[src/rtl/muldiv_sequencer.sv]
// Iterative MIPS multiply/divide unit: 32-step shift-add multiply, restoring divide,
// HI/LO result registers and MTHI/MTLO writes.
module muldiv_sequencer (
  input  logic        clk,
  input  logic        rst_n,
  input  logic        start,
  input  logic [5:0]  funct,
  input  logic [31:0] rs_val,
  input  logic [31:0] rt_val,
  input  logic        flush,
  output logic        ready,
  output logic        busy,
  output logic        done,
  output logic [31:0] hi,
  output logic [31:0] lo
);
  typedef enum logic [1:0] {IDLE, CALC, FIX, DONE} state_t;

  localparam logic [5:0] F_MTHI = 6'h11;
  localparam logic [5:0] F_MTLO = 6'h13;

  state_t      state, state_nxt;
  logic [5:0]  cnt;
  logic [63:0] acc;     // mult: {partial, multiplier}; div: {remainder, quotient}
  logic [31:0] opb;     // multiplicand or divisor magnitude
  logic        op_div, neg_lo, neg_hi;

  logic        accept, is_md, is_sgn, is_dv, div_zero, rs_neg, rt_neg;
  logic [31:0] rs_mag, rt_mag;
  logic [32:0] mul_sum, div_shift, div_diff;
  logic [63:0] step_nxt, prod;
  logic [31:0] quo, rem;

  assign accept   = (state == IDLE) && start && !flush;
  assign is_md    = (funct[5:2] == 4'b0110);
  assign is_sgn   = !funct[0];
  assign is_dv    = funct[1];
  assign div_zero = is_dv && (rt_val == 32'd0);
  assign rs_neg   = is_sgn && rs_val[31];
  assign rt_neg   = is_sgn && rt_val[31];
  assign rs_mag   = rs_neg ? (~rs_val + 32'd1) : rs_val;
  assign rt_mag   = rt_neg ? (~rt_val + 32'd1) : rt_val;

  assign ready = (state == IDLE);
  assign busy  = (state == CALC) || (state == FIX);
  assign done  = (state == DONE);

  // One iteration of either algorithm; the 33-bit shifted remainder can exceed
  // 32 bits only when the subtraction succeeds, so 32 bits of storage suffice.
  always_comb begin
    mul_sum   = {1'b0, acc[63:32]} + (acc[0] ? {1'b0, opb} : 33'd0);
    div_shift = {acc[63:32], acc[31]};
    div_diff  = div_shift - {1'b0, opb};
    if (!op_div)
      step_nxt = {mul_sum, acc[31:1]};
    else if (div_diff[32])
      step_nxt = {div_shift[31:0], acc[30:0], 1'b0};
    else
      step_nxt = {div_diff[31:0], acc[30:0], 1'b1};
    prod = neg_lo ? (~acc + 64'd1) : acc;
    quo  = neg_lo ? (~acc[31:0] + 32'd1) : acc[31:0];
    rem  = neg_hi ? (~acc[63:32] + 32'd1) : acc[63:32];
  end

  always_ff @(posedge clk or negedge rst_n) begin
    if (!rst_n) state <= IDLE;
    else        state <= state_nxt;
  end

  always_comb begin
    state_nxt = state;
    case (state)
      IDLE: if (accept && is_md) state_nxt = div_zero ? FIX : CALC;
      CALC: if (flush) state_nxt = IDLE;
            else if (cnt == 6'd31) state_nxt = FIX;
      FIX:  state_nxt = flush ? IDLE : DONE;
      DONE: state_nxt = IDLE;
      default: state_nxt = IDLE;
    endcase
  end

  always_ff @(posedge clk or negedge rst_n) begin
    if (!rst_n) begin
      cnt    <= 6'd0;
      acc    <= 64'd0;
      opb    <= 32'd0;
      op_div <= 1'b0;
      neg_lo <= 1'b0;
      neg_hi <= 1'b0;
      hi     <= 32'd0;
      lo     <= 32'd0;
    end else begin
      case (state)
        IDLE: if (accept) begin
          if (funct == F_MTHI) hi <= rs_val;
          if (funct == F_MTLO) lo <= rs_val;
          if (is_md) begin
            cnt    <= 6'd0;
            op_div <= is_dv;
            if (div_zero) begin
              // Pre-load the fixed result so FIX needs no special case.
              acc    <= {rs_val, 32'hFFFF_FFFF};
              neg_lo <= 1'b0;
              neg_hi <= 1'b0;
            end else begin
              acc    <= {32'd0, is_dv ? rs_mag : rt_mag};
              opb    <= is_dv ? rt_mag : rs_mag;
              neg_lo <= rs_neg ^ rt_neg;
              neg_hi <= is_dv ? rs_neg : (rs_neg ^ rt_neg);
            end
          end
        end
        CALC: begin
          cnt <= cnt + 6'd1;
          acc <= step_nxt;
        end
        FIX: if (!flush) begin
          if (op_div) begin
            hi <= rem;
            lo <= quo;
          end else begin
            hi <= prod[63:32];
            lo <= prod[31:0];
          end
        end
        default: ;
      endcase
    end
  end
endmodule

[config.mk]
export PLATFORM = sky130hd
export DESIGN_NAME = muldiv_sequencer
export DESIGN_NICKNAME = d
export VERILOG_FILES = /design/src/rtl/muldiv_sequencer.sv
export SDC_FILE = /design/constraint.sdc
export NUM_CORES = 1
export LEC_CHECK = 0
export ABC_CLOCK_PERIOD_IN_PS = 4900
export BUFFER_PORTS_ARGS = -buffer_cell sky130_fd_sc_hd__buf_2
export CELL_PAD_IN_SITES_DETAIL_PLACEMENT = 2
export CELL_PAD_IN_SITES_GLOBAL_PLACEMENT = 2
export CORE_MARGIN = 2
export CORE_UTILIZATION = 36
export DETAILED_ROUTE_END_ITERATION = 7
export PLACE_DENSITY = 0.8
export RECOVER_POWER = 50
export SYNTH_ARGS = -nofsm -noshare
export SYNTH_HDL_FRONTEND = slang
export SYNTH_SLANG_ARGS = --single-unit
[constraint.sdc]
create_clock -name clk -period 4.9 [get_ports clk]
set_input_delay 0.245 -clock clk [delete_from_list [all_inputs] [get_ports clk]]
set_output_delay 0.245 -clock clk [all_outputs]
set_load 0.1 [all_outputs]
==> flow_metrics.py, run 1 <==
metrics = {
    "place": {
        "port_buffers": 140,
        "place_hpwl_um": 61440,
        "dp_cells": 2749,
        "gp_congestion": 0.9644,
    },
    "pwr": {
        "ir_drop_v": 0.0004934,
        "p_per_area_nw_per_um2": 763.5,
        "p_leak_nw": 7.512,
    },
    "floorplanning": {
        "row_count": 77,
        "io_pins": 141,
        "initial_core_util_pct": 36.45,
        "dieHeight_um": 215.6,
        "die_w_um": 215.6,
        "core_um2": 44220,
        "dieArea_um2": 46490,
    },
    "setup_path": {
        "end_kind": "register",
        "critPathArrivalTime_ns": 4.59,
        "required_ns": 5.23,
        "start_kind": "register",
        "r2r-start": "acc[0]",
        "critPathKind": "register to register",
        "path_max_fanout": 20,
        "critical_path.startpoint": "acc[0]",
    },
    "clock_network": {
        "cts_tree": "built",
        "clockBufferDepth": 2,
        "cts-root-buf": "clkbuf_16",
        "cts_buffers": 17,
        "clkTransAtPathRegs_ns": 0.08,
        "clkSinkCount": 171,
        "cts_max_level": 4,
        "insertion_delay_ns": 0.47,
    },
    "timing": {
        "relSlewSlack_pct": -64.64,
        "clock.fmax_mhz": 234.6,
        "period_minus_slack_ns": 4.262,
        "tightest_slew_ns": 2.470,
        "fin_crit_sh_pct": 86.97,
        "hold_violations": 0,
        "rsz0062_at_grt": "no",
        "setup_viol": 0,
        "whs_ns": 0.1598,
        "skew_ns": 0.01352,
        "timing.setup.tns_ns": 0,
        "slew_viol_final": 130,
    },
    "yosys": {
        "synth_edf_count": 0,
        "synth_fp_nets": 2278,
        "synthCells": 2129,
        "yosys_warnings": 0,
        "synthFlopType": "dfrtp_1",
        "synth-seq-cells": 171,
        "avgSynthCellArea_um2": 7.572,
        "synth_top_cell_area_share_pct": 26.54,
        "yosysTopAreaCell": "dfrtp_1",
        "syn_area_um2": 16120,
        "ys_seq_area_share_pct": 26.54,
        "ys_top_cells_by_area": "dfrtp_1 27%, o21ai_0 6.8%, nand2_1 6.3%",
        "async_flop_share_pct": 100.0,
        "yosysUniqueCellTypes": 87,
    },
    "global_routing": {
        "grt_pass1_wl_um": 118800,
        "grt_pass1_vias": 18116,
        "grt_max_degree": 111,
        "antenna_found_initial": 2,
        "grt.total_usage_pct": 33.91,
        "overflow": 0,
    },
    "worst_hold_path": {
        "hp-class": "input port to register",
        "worstHoldStart": "rs_val[15]",
    },
    "final_layout": {
        "utilization_pct": 40.27,
        "final_nets": 2326,
        "instances_no_fill": 2783,
        "drive_above_1_share_pct": 9.132,
        "fill_cells": 5176,
        "area.growth.synth_to_final_pct": 10.46,
    },
    "status": {
        "failed_checks": "max-capacitance violations, max-slew violations",
        "outcome": "finished, violations left",
    },
    "routing": {
        "wl_per_cell_um": 28.50,
        "ant_nets": 0,
        "drt_pass1_iterations": 6,
        "first_iter_violations": 1612,
        "drc": 0,
        "viasPerCell": 6.207,
        "routed_wl_um": 79310,
        "vias": 17274,
    },
    "job": {
        "maxCapViolations": 2,
    },
}
==> cell usage in the layout, fill, tap and decap left out, types with 7 or more instances in the layout <==
cell type	count
a21o_1	49
dfrtp_1	170
a21oi_1	201
nor2b_1	25
a211oi_1	37
or3_1	12
nor2_1	168
o31ai_1	28
o211ai_1	12
ha_1	72
and2_1	10
mux2_2	9
xnor2_1	84
o311ai_0	15
clkbuf_1	67
buf_2	73
and3_1	16
a22o_1	8
nand2b_1	17
nand4_1	14
o41ai_1	14
nor4_1	25
nor3b_1	7
o21bai_1	7
xor2_1	89
a221oi_1	9
a31oi_1	26
o21a_1	17
nand2_1	269
o21ai_0	220
inv_1	65
a221o_1	7
clkbuf_16	17
nand3_1	69
mux2i_1	52
buf_4	39
nor3_1	37
==> flip-flops by register name, summed over array words and instances, names as in the netlist, 2 cells and up <==
| signal | flops |
|---|---|
| opb | 32 |
| acc | 64 |
| cnt | 6 |
| hi | 32 |
| lo | 32 |
| state | 2 |
==> report_power, final <==
group / leakage, nW / switching [mW] / internal [mW]
Combinational: 5.11 / 6.73 / 2.57
Sequential: 2.12 / 0.846 / 1.99
Clock: 0.283 / 0.692 / 0.765
==> Yosys cell counts, types with 28 or more instances <==
cell type / instances
a211oi_1: 37
a21o_1: 49
a21oi_1: 201
clkbuf_1: 121
dfrtp_1: 171
ha_1: 73
inv_1: 65
mux2i_1: 52
nand2_1: 272
nand3_1: 69
nor2_1: 170
nor3_1: 37
o21ai_0: 220
o31ai_1: 28
xnor2_1: 84
xor2_1: 89
==> path summary, 6_finish.rpt <==
kind | to | slack, ns | depth (start not counted)
setup / recovery | acc[63] | 0.64 | 13
hold / removal | acc[47] | 0.16 | 3
setup reg to reg | acc[63] | 0.64 | 13
hold reg to reg | hi[18] | 0.48 | 2
max in group asynchronous | lo[14] | 1.02 | 3
min in group asynchronous | acc[41] | 1.04 | 2
==> kinds of logic after synthesis <==
logic type                 Yosys count  synth area share, %
DFF                                171                26.54
AOI/OAI and AO/OA                  712                27.62
and+or+nand+nor                    718                21.20
buffers and inverters              219                5.456
muxes                               61                3.858
adders and majority gates           75                5.914
xor gates and xnor gates           173                9.399
==> what timing repair did <==
action | CTS | global route
hold endpoints to repair | 88 | 0
hold buffers | 1 | 0
resized for setup | 0 | 0
setup buffers | 0 | 0
==> critical path, cell delays in order (launching register included) <==
cell	delay, ns
dfrtp_1	0.46
inv_1	0.49
buf_4	0.38
nor2_1	0.10
ha_1	0.39
a21o_1	0.21
a31o_1	0.19
a22o_1	0.24
or4b_4	0.52
o311ai_4	0.44
o211ai_1	0.19
nor4b_1	0.18
o21ai_0	0.20
o211ai_1	0.13
==> cell type report <==
| type | instances | area (µm²) | share of cell area, % |
|---|---|---|---|
| tap | 592 | 740.7 | 4.160 |
| clock inverter | 14 | 161.4 | 0.9064 |
| antenna | 1 | 2.502 | 0.01405 |
| sequential | 171 | 4280 | 24.04 |
| clock buffer | 18 | 429.2 | 2.410 |
| timing repair buffer | 182 | 945.9 | 5.312 |
| multi-input combinational | 1739 | 11000 | 61.77 |
| inverter | 66 | 247.7 | 1.391 |
==> per-stage QoR <==
stage / setup slack (ns) / power [mW] / area, µm²
after floorplan: 1.483 / 9.152 / 16120
after global placement: 0.8808 / 11.66 / 17300
after detailed placement: 0.7695 / 12.01 / 17300
after CTS: 0.7277 / 13.52 / 17900
after global routing: 0.2788 / 14.31 / 17800
final: 0.6382 / 13.59 / 17810
==> per-layer routing <==
layer / wire [µm] / vias up / GRT usage [%]
li1: - / 7750 / -
met1: 34220 / 8738 / 43.98
met2: 36410 / 609 / 55.18
met3: 3981 / 177 / 3.608
met4: 4703 / 0 / 18.87
met5: 0 / - / 0
Note: power is estimated with default switching activity, not from simulation.
==> run 2: changes to the inputs <==
==> constraint.sdc (replaced) <==
create_clock -name clk -period 4.9 [get_ports clk]
set_input_delay 1.47 -clock clk [delete_from_list [all_inputs] [get_ports clk]]
set_output_delay 1.47 -clock clk [all_outputs]
set_load 0.1 [all_outputs]
==> run 2 against run 1 <==
Net effect: the run still ends with max-capacitance violations, max-slew violations left; register-to-register slack worse by 0.02 ns; combinational power grew 2%; worst setup slack worse by 0.023 ns; critical endpoint unchanged.
==> flow_metrics.py, run 2 (same netlist as run 1, synthesis figures left out) <==
metrics = {
    "worst_hold_path": {
        "hold_path_end": "hi[7]",
        "worstHoldStart": "hi[7]",
        "holdPathStages": 2,
        "hp-class": "register to register",
    },
    "clock_network": {
        "cts_max_level": 4,
        "post_cts_resized": 0,
        "insertion_delay_ns": 0.47,
        "clockBufferDepth": 2,
        "cts-root-buf": "clkbuf_16",
        "hold_buffers": 0,
        "post_cts.repair.setup_buffers": 0,
        "clkTransAtPathRegs_ns": 0.07,
        "clkSinkCount": 171,
        "cts_tree": "built",
        "cts_buffers": 17,
    },
    "routing": {
        "ant_nets": 0,
        "wl_per_cell_um": 28.85,
        "first_iter_violations": 1511,
        "viasPerCell": 6.316,
        "drt_pass1_iterations": 7,
        "routed_wl_um": 80640,
        "drc": 0,
        "vias": 17654,
    },
    "floorplanning": {
        "core_um2": 44220,
        "dieArea_um2": 46490,
        "initial_core_util_pct": 36.45,
        "row_count": 77,
        "io_pins": 141,
        "dieHeight_um": 215.6,
        "die_w_um": 215.6,
    },
    "global_routing": {
        "grtUsageMet3_pct": 4.722,
        "overflow": 0,
        "gr-usage-met2_pct": 56.36,
        "grt.total_usage_pct": 34.37,
        "grt_pass1_wl_um": 120700,
        "grt_pass1_vias": 18776,
        "grtUsageMet1_pct": 43.09,
        "gr-max-usage-layer": "met2",
        "grt_max_degree": 94,
        "antenna_found_initial": 4,
    },
    "setup_path": {
        "critPathArrivalTime_ns": 4.60,
        "r2r-start": "acc[42]",
        "r2r_slack_ns": 0.61,
        "reg2reg_to": "acc[63]",
        "start_kind": "register",
        "r2r_cells": 11,
        "end_kind": "register",
        "path_max_fanout": 10,
        "critPathKind": "register to register",
        "required_ns": 5.21,
    },
    "pwr": {
        "p_leak_nw": 7.692,
        "p_total_mw": 13.81,
        "p_per_area_nw_per_um2": 769.0,
        "ir_drop_v": 0.0005634,
    },
    "timing": {
        "skew_ns": 0.01181,
        "rsz0062_at_grt": "no",
        "clock.fmax_mhz": 233.4,
        "hold_violations": 0,
        "relSlewSlack_pct": -57.99,
        "setup_viol": 0,
        "tightest_slew_ns": 2.370,
        "fin_crit_sh_pct": 87.45,
        "slew_viol_final": 114,
        "timing.setup.tns_ns": 0,
        "period_minus_slack_ns": 4.285,
    },
    "final_layout": {
        "final_nets": 2342,
        "area.growth.synth_to_final_pct": 11.38,
        "regMostFlops": "acc",
        "fill_cells": 5172,
        "final_common_cell": "nand2_1",
        "final_cell_area_um2": 17950,
        "layout_common_cells": "269 x nand2_1, 220 x o21ai_0, 201 x a21oi_1",
        "instances_no_fill": 2795,
        "drive_above_1_share_pct": 11.00,
        "largest_reg_flops": 64,
    },
    "job": {
        "maxCapViolations": 2,
    },
    "place": {
        "port_buffers": 140,
        "place_hpwl_um": 61750,
        "gp_congestion": 0.9805,
        "dp_cells": 2766,
        "placed_area_um2": 17440,
    },
    "status": {
        "outcome": "finished, violations left",
        "failed_checks": "max-capacitance violations, max-slew violations",
    },
}
## run 2: cell count changes in the layout (fill, tap and decap cells not counted), moves of 2 or more
cell / before / now
buf_2: 73 / 105
clkbuf_1: 67 / 37
buf_4: 39 / 55
inv_6: 3 / 0
inv_8: 3 / 0
bufinv_16: 2 / 4
## run 2: final cells by class
class	instances	area, µm²	area share, %
clock inverter	8	148.9	0.8293
antenna	2	5.005	0.02787
inverter	66	247.7	1.380
timing repair buffer	198	1100	6.125
tap	592	740.7	4.125
clock buffer	19	432.9	2.411
sequential	171	4280	23.84
multi-input combinational	1739	11000	61.26
## run 2: critical path, cell delays in order, from the launching register on
cell	delay, ns
dfrtp_1	0.68
ha_1	0.43
a21oi_1	0.20
buf_4	0.17
o21ai_0	0.22
a21oi_1	0.29
o22ai_1	0.12
a311oi_1	0.64
o211ai_1	0.32
mux2i_1	0.18
a2111oi_0	0.68
o211ai_1	0.19
## run 2: worst max path at each step
stage               from  endpoint  slack, ns  cells after the start
2_1_floorplan  rt_val[1]   acc[22]       1.12                     11
3_3_place_gp   rt_val[0]  state[0]       0.46                     12
3_5_place_dp   rt_val[1]   acc[10]       0.38                     11
4_1_cts          acc[42]   acc[63]       0.72                     11
5_1_grt            rst_n     lo[6]       0.22                      2
6_report         acc[42]   acc[63]       0.61                     11
## run 2: stage by stage
step / hold WS, ns / worst slack, ns / utilization [%]
detailed placement: 0.4644 / 0.3815 / 39.43
global route: 0.4989 / 0.2221 / 40.59
floorplan: 0.4387 / 1.117 / -
global placement: 0.4548 / 0.4586 / 39.43
CTS: 0.4782 / 0.7189 / 40.75
finish: 0.4807 / 0.6149 / 40.60
## run 2: power breakdown
part,internal [mW],switching [mW]
logic,2.68,6.77
clock network,0.839,0.628
registers,1.99,0.897
total,5.51,8.29
## run 2: per-layer routing
layer / share of wire (%) / vias up
li1: - / 7776
met1: 41 / 8916
met2: 46 / 731
met3: 6.5 / 231
met4: 6.4 / 0
met5: 0 / -
